===== src/rtl/dp_ram_arb.sv =====
// Round-robin front end for a single-clock dual-port RAM: one write and one
// read grant per cycle, same-address reads deferred behind the write.

module dp_ram_arb_rr #(
  parameter int N  = 4,
  parameter int IW = 2
) (
  input  logic [N-1:0]  i_req,
  input  logic [IW-1:0] i_ptr,
  output logic          o_vld,
  output logic [IW-1:0] o_idx,
  output logic [IW-1:0] o_nxt
);
  logic [IW-1:0] w_cand;

  // Walk from the farthest slot back to i_ptr so the nearest request wins.
  always_comb begin
    o_vld  = 1'b0;
    o_idx  = '0;
    w_cand = '0;
    for (int k = N-1; k >= 0; k--) begin
      w_cand = IW'((int'(i_ptr) + k) % N);
      if (i_req[w_cand]) begin
        o_vld = 1'b1;
        o_idx = w_cand;
      end
    end
    o_nxt = (int'(o_idx) == N-1) ? '0 : o_idx + 1'b1;
  end
endmodule

module dp_ram_arb #(
  parameter int RAM_WIDTH  = 8,
  parameter int ADDR_WIDTH = 4,
  parameter int N_REQ      = 4,
  parameter int ID_W       = 2
) (
  input  logic                        clk,
  input  logic                        rst_n,
  input  logic [N_REQ-1:0]            wr_req,
  input  logic [N_REQ*ADDR_WIDTH-1:0] wr_addr,
  input  logic [N_REQ*RAM_WIDTH-1:0]  wr_data,
  output logic [N_REQ-1:0]            wr_gnt,
  input  logic [N_REQ-1:0]            rd_req,
  input  logic [N_REQ*ADDR_WIDTH-1:0] rd_addr,
  output logic [N_REQ-1:0]            rd_gnt,
  output logic                        rsp_valid,
  output logic [ID_W-1:0]             rsp_id,
  output logic [RAM_WIDTH-1:0]        rsp_data,
  output logic                        ram_write_allow,
  output logic [ADDR_WIDTH-1:0]       ram_write_addr,
  output logic [RAM_WIDTH-1:0]        ram_write_data,
  output logic                        ram_read_allow,
  output logic [ADDR_WIDTH-1:0]       ram_read_addr,
  input  logic [RAM_WIDTH-1:0]        ram_read_data
);
  logic [N_REQ-1:0][ADDR_WIDTH-1:0] w_wr_addr, w_rd_addr;
  logic [N_REQ-1:0][RAM_WIDTH-1:0]  w_wr_data;
  logic [ID_W-1:0] r_wr_ptr, r_rd_ptr, r_rsp_id;
  logic            r_rsp_valid;
  logic            w_wr_vld, w_rd_vld, w_coll, w_rd_go;
  logic [ID_W-1:0] w_wr_idx, w_rd_idx, w_wr_nxt, w_rd_nxt;

  assign w_wr_addr = wr_addr;
  assign w_rd_addr = rd_addr;
  assign w_wr_data = wr_data;

  dp_ram_arb_rr #(.N(N_REQ), .IW(ID_W)) u_wr_rr (
    .i_req (wr_req),
    .i_ptr (r_wr_ptr),
    .o_vld (w_wr_vld),
    .o_idx (w_wr_idx),
    .o_nxt (w_wr_nxt)
  );

  dp_ram_arb_rr #(.N(N_REQ), .IW(ID_W)) u_rd_rr (
    .i_req (rd_req),
    .i_ptr (r_rd_ptr),
    .o_vld (w_rd_vld),
    .o_idx (w_rd_idx),
    .o_nxt (w_rd_nxt)
  );

  // A read that hits this cycle's write address would see old data; hold it
  // (and the read pointer) one cycle so it re-arbitrates after the write lands.
  assign w_coll  = w_wr_vld & w_rd_vld & (w_rd_addr[w_rd_idx] == w_wr_addr[w_wr_idx]);
  assign w_rd_go = w_rd_vld & ~w_coll;

  always_comb begin
    wr_gnt = '0;
    rd_gnt = '0;
    if (w_wr_vld) wr_gnt[w_wr_idx] = 1'b1;
    if (w_rd_go)  rd_gnt[w_rd_idx] = 1'b1;
  end

  assign ram_write_allow = w_wr_vld;
  assign ram_write_addr  = w_wr_vld ? w_wr_addr[w_wr_idx] : '0;
  assign ram_write_data  = w_wr_vld ? w_wr_data[w_wr_idx] : '0;
  assign ram_read_allow  = w_rd_go;
  assign ram_read_addr   = w_rd_go ? w_rd_addr[w_rd_idx] : '0;

  always_ff @(posedge clk or negedge rst_n) begin
    if (!rst_n) begin
      r_wr_ptr    <= '0;
      r_rd_ptr    <= '0;
      r_rsp_valid <= 1'b0;
      r_rsp_id    <= '0;
    end else begin
      if (w_wr_vld) r_wr_ptr <= w_wr_nxt;
      if (w_rd_go) begin
        r_rd_ptr <= w_rd_nxt;
        r_rsp_id <= w_rd_idx;
      end
      r_rsp_valid <= w_rd_go;
    end
  end

  assign rsp_valid = r_rsp_valid;
  assign rsp_id    = r_rsp_id;
  assign rsp_data  = ram_read_data;
endmodule


===== config.mk =====
export PLATFORM = sky130hd
export DESIGN_NAME = dp_ram_arb
export DESIGN_NICKNAME = d
export VERILOG_FILES = /design/src/rtl/dp_ram_arb.sv
export SDC_FILE = /design/constraint.sdc
export NUM_CORES = 1
export LEC_CHECK = 0
export ABC_AREA = 0
export ABC_CLOCK_PERIOD_IN_PS = 6600
export BUFFER_PORTS_ARGS = -buffer_cell sky130_fd_sc_hd__buf_4
export CAP_MARGIN = 30
export CORE_UTILIZATION = 43
export CTS_BUF_LIST = sky130_fd_sc_hd__clkbuf_8
export DETAILED_ROUTE_END_ITERATION = 8
export PLACE_DENSITY_LB_ADDON = 0.25
export SLEW_MARGIN = 20
export SYNTH_ARGS = -nofsm -noshare
export SYNTH_HDL_FRONTEND = slang
export SYNTH_SLANG_ARGS = --single-unit

===== constraint.sdc =====
create_clock -name clk -period 6.6 [get_ports clk]
set_input_delay 0.99 -clock clk [delete_from_list [all_inputs] [get_ports clk]]
set_output_delay 0.99 -clock clk [all_outputs]
set_load 0.005 [all_outputs]

; ---- Word-level counts from Yosys, hierarchy flattened
; Index checks and enable logic that the tools add are counted.
[classes]
addsub = 8
mul = 0
div_mod_pow = 0
n_lt_le_gt_ge = 12
eq_ne = 3
n_shift = 0
mux = 49
bitwise = 4
reduce_logical = 2
[ops]
columns = operator, count
row1 = < comparator 2 x 3 -> 1 bit (second input constant), 10
row2 = 2-to-1 mux 4 bit, 6
row3 = 2-to-1 mux 2 bit, 10
row4 = 2-to-1 mux 1 bit, 18
row5 = binary-select mux 1 bit (select 2 bit), 8
row6 = binary-select mux 4 bit (select 2 bit), 2
row7 = binary-select mux 8 bit (select 2 bit), 1
row8 = 2-to-1 mux 8 bit, 2
row9 = adder 2 x 1 -> 2 bit (second input constant), 4
row10 = adder 2 bit (second input constant), 4
row11 = demux 1 bit (select 2 bit), 2
row12 = equality test 2 x 1 -> 1 bit (second input constant), 2
row13 = equality test 4 bit, 1
row14 = greater-or-equal comparator 2 x 1 -> 1 bit (second input constant), 2
row15 = AND 1 bit, 3
row16 = logical AND 1 bit, 2
row17 = NOT 1 bit, 1
[totals]
regBits = 7
latch_bits = 0
mem_bits_rw = 0
romBits = 0
in_bits = 82
output_inout_bits = 37
memories = 0

; ---- Longest topological paths before layout
[depth]
word_depth = 14
depth_mapped = 11
mapped_depth_nobuf = 10

; ---- Cells and area by module
; From an unflattened synthesis, not the netlist that was laid out.
[hier_totals]
cells_unflattened = 119
area_unflattened_um2 = 1173.6
[modules_own_cells]
columns = module, instances, cells_each, area_per_inst_um2
row1 = dp_ram_arb, 1, 83, 968.4
row2 = dp_ram_arb_rr, 2, 18, 102.6

; ---- Least setup slack after synthesis
; OpenSTA, ideal clock, no wires.
[synth_timing]
kind = input to output
start = in rd_req[1]
end = out rd_gnt[0]
t_arrival_ns = 3.060
t_required_ns = 5.610
setup_slack_ns = 2.550
cell_stages = 10
n_path_buf = 0
path_cell_list = inv_1 -> o211a_1 -> nor3_4 -> inv_2 -> and3_1 -> o211ai_1 -> or3b_1 -> o41ai_4 -> inv_4 -> and2_2
[synth_between]
elab_chain_cells = 13
[synth_rtl]
columns = element, line_no
row1 = start: declaration, 44  ; input logic [N_REQ-1:0] rd_req,
row2 = binary-select mux 1 bit (select 2 bit), 23  ; if (i_req[w_cand]) begin
row3 = 2-to-1 mux 1 bit (implied by the code), 23
row4 = 2-to-1 mux 2 bit (3 in a row), 23
row5 = 2-to-1 mux 2 bit (*), 23
row6 = named net u_rd_rr.o_idx[0], 11  ; output logic [IW-1:0] o_idx,
row7 = binary-select mux 4 bit (select 2 bit) (*), 86  ; assign w_coll = w_wr_vld & w_rd_vld & (w_rd_addr[w_rd_idx] == w_wr_addr[w_wr_idx]);
row8 = 2-to-1 mux 4 bit (implied by the code) (*), 86
row9 = equality test 4 bit (*), 86
row10 = AND 1 bit (*), 86
row11 = NOT 1 bit (*), 87  ; assign w_rd_go = w_rd_vld & ~w_coll;
row12 = AND 1 bit (*), 87
row13 = named net ram_read_allow, 53  ; output logic ram_read_allow,
row14 = 2-to-1 mux 4 bit (*), 93  ; if (w_rd_go) rd_gnt[w_rd_idx] = 1'b1;
row15 = end: declaration, 46  ; output logic [N_REQ-1:0] rd_gnt,
; Mark *: on every way through the listed nets, which the timed path passes. The rest lies on a longest branch. The select of a mux whose other input is x is not followed.

; ---- Worst setup path after layout
[layout_timing]
start = in rd_req[1]
end = out rd_gnt[0]
[layout_between]
elab_chain_cells = 13
[layout_rtl]
columns = element, line_no
row1 = binary-select mux 1 bit (select 2 bit), 23
row2 = 2-to-1 mux 1 bit (implied by the code), 23
row3 = 2-to-1 mux 2 bit (3 in a row), 23
row4 = 2-to-1 mux 2 bit (*), 23
row5 = named net u_rd_rr.o_idx[0], 11
row6 = binary-select mux 4 bit (select 2 bit), 86
row7 = 2-to-1 mux 4 bit (implied by the code), 86
row8 = equality test 4 bit, 86
row9 = AND 1 bit, 86
row10 = NOT 1 bit, 87
row11 = AND 1 bit, 87
row12 = 2-to-1 mux 4 bit (*), 93
; Marked as above.

==> metrics.md <==
| Metric | Value |
|---|---|
| Outcome | `finished, final reports clean` |
| Reg-to-Reg Start | `r_wr_ptr[1]` |
| Worst-margin pin slew | `approximately 820 ps` |
| Cells on worst reg2reg path | `9` |
| TritonCTS buffer count | `3` |
| Crit path cell chain | `buf_4 -> inv_1 -> o211a_1 -> nor3_4 -> inv_2 -> and3_1 -> o211ai_1 -> or3b_1 -> o41ai_4 -> inv_4 -> and2_2 -> buf_4` |
| Number of buffers added for setup after CTS | `0` |
| PwrDens | `311 mW/mm2` |
| Final HPWL DP | `3170 um` |
| Aggregate negative setup slack | `0 ps` |
| Critical path peak fanout | `10` |
| Core Area | `around 0.003 mm2` |
| Vias | `1435` |
| Crit path time final | `4490 ps` |
| FILL cells | `259` |
| Area Growth Syn to Fin | `56.4%` |
| Final Cycle Share | `0.680` |
| Horiz. Die Dim | `59.1 um` |
| Seq cells post-synth | `7` |
| # IOs | `119` |
| Die Y-Extent | `around 59 um` |
| R2R Path End | `rsp_id[1]` |
| Final #Nets | `328` |
| Antenna Cells | `0` |
| Fin util | `0.712` |
| Ys Warns | `0` |
| Sequential-to-total area share from yosys stat | `0.125` |
| H-Tree Depth | `1` |
| Number of routed nets with antenna violations | `0` |
| Clock Latency Late Sink | `230 ps` |
| Clock skew | `about 2.7 ps` |
| Iter 0 DRT Violations | `~80` |
| Slew HR | `0.450` |
| Final slew viol count | `0` |
| Clk sink count | `7` |
| Max-cap violation count | `0` |
| Final Hold Slack | `519 ps` |
| WP data required | `around 5600 ps` |
| Gr usage total | `0.218` |
| Dominant cell type by area after synthesis | `dfrtp_1` |
| Commonest non-fill, non-tap cell in the layout | `buf_4` |
| GP Congestion | `between 0.8 and 0.9` |
| Cell at the slowest stage of the critical path | `or3b_1` |
| Worst Path Buf+Inv | `5` |
| Synth Area per Inst | `9.87 um2` |
| Global-route wire length before repair | `5890 um` |
| R2r setup slk | `3630 ps` |
| Hold depth | `1` |
| Total Routed Length | `3770 um` |
| IO buf count | `102` |
| Vias in the first global route | `1378` |
| Clock Path Buffers | `2` |
| Netlist Area Pre-Place | `0.00140 mm2` |
| Most frequent cells in the layout | `102 x buf_4, 13 x mux2i_1, 12 x and2_1` |
| Die Area | `0.00349 mm2` |
| Syn nets | `232` |
| Worst Hold End | `rsp_id[1]` |
| Tot Pwr | `0.682 mW` |
| Floorplan row count | `20` |
| Final number of hold-violating endpoints | `0` |
| CTS Hold Bufs | `0` |
| Hold path startpoint | `rsp_id[1]` |
| Drt first pass iters | `4` |
| Initial cell density of the core | `0.455` |
| Peak Freq | `0.223 GHz` |
| CTS tree | `built` |
| Number of remaining DRC errors | `0` |
| Leak | `1.12 nW` |
| Largest net degree at the start of global routing | `18` |
| Post-DR wirelength/cell | `13.4 um` |
| CP max stage delay | `400 ps` |
| Top cell by count, worst path | `buf_4` |
| Post-DP Area | `0.00215 mm2` |
| Initial antenna violation count | `0` |
| Min-Delay Path Class | `reg2reg` |
| Critical path class | `in2out` |
| CP arrival | `3500 ps` |
| PostCTS Resize Cnt | `0` |
| Clock transition at path regs | `40 ps` |
| Worst IR Drop VDD | `0.218 mV` |
| Total congestion overflow | `0` |
| Design Area, Final | `0.00219 mm2` |
| Post-synth top area share | `0.125` |
| Drt via density | `5.11` |
| Endpoints failing setup | `0` |
| Share of cells above drive strength 1 | `0.578` |
| Post-Syn Instances | `142` |
| Top cells by area, synth | `dfrtp_1 13%, mux2i_1 9.3%, mux4_1 7.5%` |
| Startpoint Class | `input pin` |
| Root buffer cell | `clkbuf_8` |
| Critical Path Sink Type | `output pin` |
| Area of the multi-input gates | `0.00111 mm2` |
| CP top delay family | `simple AND/OR/NAND/NOR gates` |
| RSZ-0062 raised after global routing | `false` |
| Cell variety after synth | `45` |
| Register area | `175 um2` |
## worst max-delay path by stage
stage | start | end | slack (ps) | depth (start not counted)
floorplan | rd_req[1] | rd_gnt[0] | 2550 | 10
global placement | rd_req[1] | rd_gnt[3] | 2150 | 12
detailed placement | rd_req[1] | rd_gnt[0] | 2110 | 12
CTS | rd_req[1] | rd_gnt[0] | 2100 | 12
global route | rd_req[1] | rd_gnt[1] | 1940 | 12
finish | rd_req[1] | rd_gnt[0] | 2110 | 12
## layer usage
metal,up-vias,GRT usage,part of all wire
met5,-,0,0
met1,670,0.245,0.39
met4,0,0.0782,0.015
met2,49,0.409,0.53
li1,704,-,-
met3,12,0.0393,0.065
## worst reg2reg max path, cell delays in order (launching register included)
cell and delay, ps:
dfrtp_1 450, mux2i_1 190, a221oi_4 530, inv_4 180, nand3_1 190, a211oi_1 90
or3b_1 400, o41ai_4 380, inv_4 130, mux2_4 320
## final cells by class
class	instances	share of cell area
multi-input cells	115	0.507
repair buffers	102	0.349
flip-flops and latches	7	0.0799
well taps	44	0.0251
clock buffers	3	0.0188
inverters	9	0.0177
clock inverters	1	0.00171
## Yosys cell counts (all sizes together)
library cell / instances
clkbuf: 1
or4: 1
o221ai: 1
o211a: 2
and3b: 1
a21oi: 2
nor2b: 1
buf: 10
a21o: 1
inv: 9
nand3: 6
nand3b: 1
nand2: 4
xor2: 3
o221a: 1
mux2: 10
and2: 17
a211oi: 1
o21a: 2
o21ai: 5
nor4: 1
ha: 8
a221oi: 1
mux2i: 13
and3: 3
nor3: 2
nand2b: 4
mux4: 8
o41ai: 1
dfrtp: 7
or3b: 1
nor2: 12
o211ai: 2
## state kept, by name, indices dropped and copies added (netlist names)
register,cells
r_rd_ptr,2
r_wr_ptr,2
rsp_id,2
rsp_valid,1
## report_power, final
| part | internal [mW] | switching (mW) |
|---|---|---|
| combinational | 0.306 | 0.228 |
| sequential | 0.0643 | 0.0246 |
| clock | 0.0402 | 0.0182 |
## stage by stage
stage	cells	setup WS, ps
after floorplan	142	2550
after detailed placement	277	2110
after global routing	281	1940
after CTS	281	2100
final	281	2110
after global placement	277	2150
## cell families (layout without fill, tap and decap cells)
kind of cell,count (synthesis),after routing,synth area share
mux,31,31,0.323
buf+inv,20,115,0.0812
fa+ha+maj,8,8,0.0714
compound gates,19,19,0.131
flops,7,7,0.125
simple gates,54,54,0.249
xor+xnor,3,3,0.0188
(Power assumes the default switching activity.)
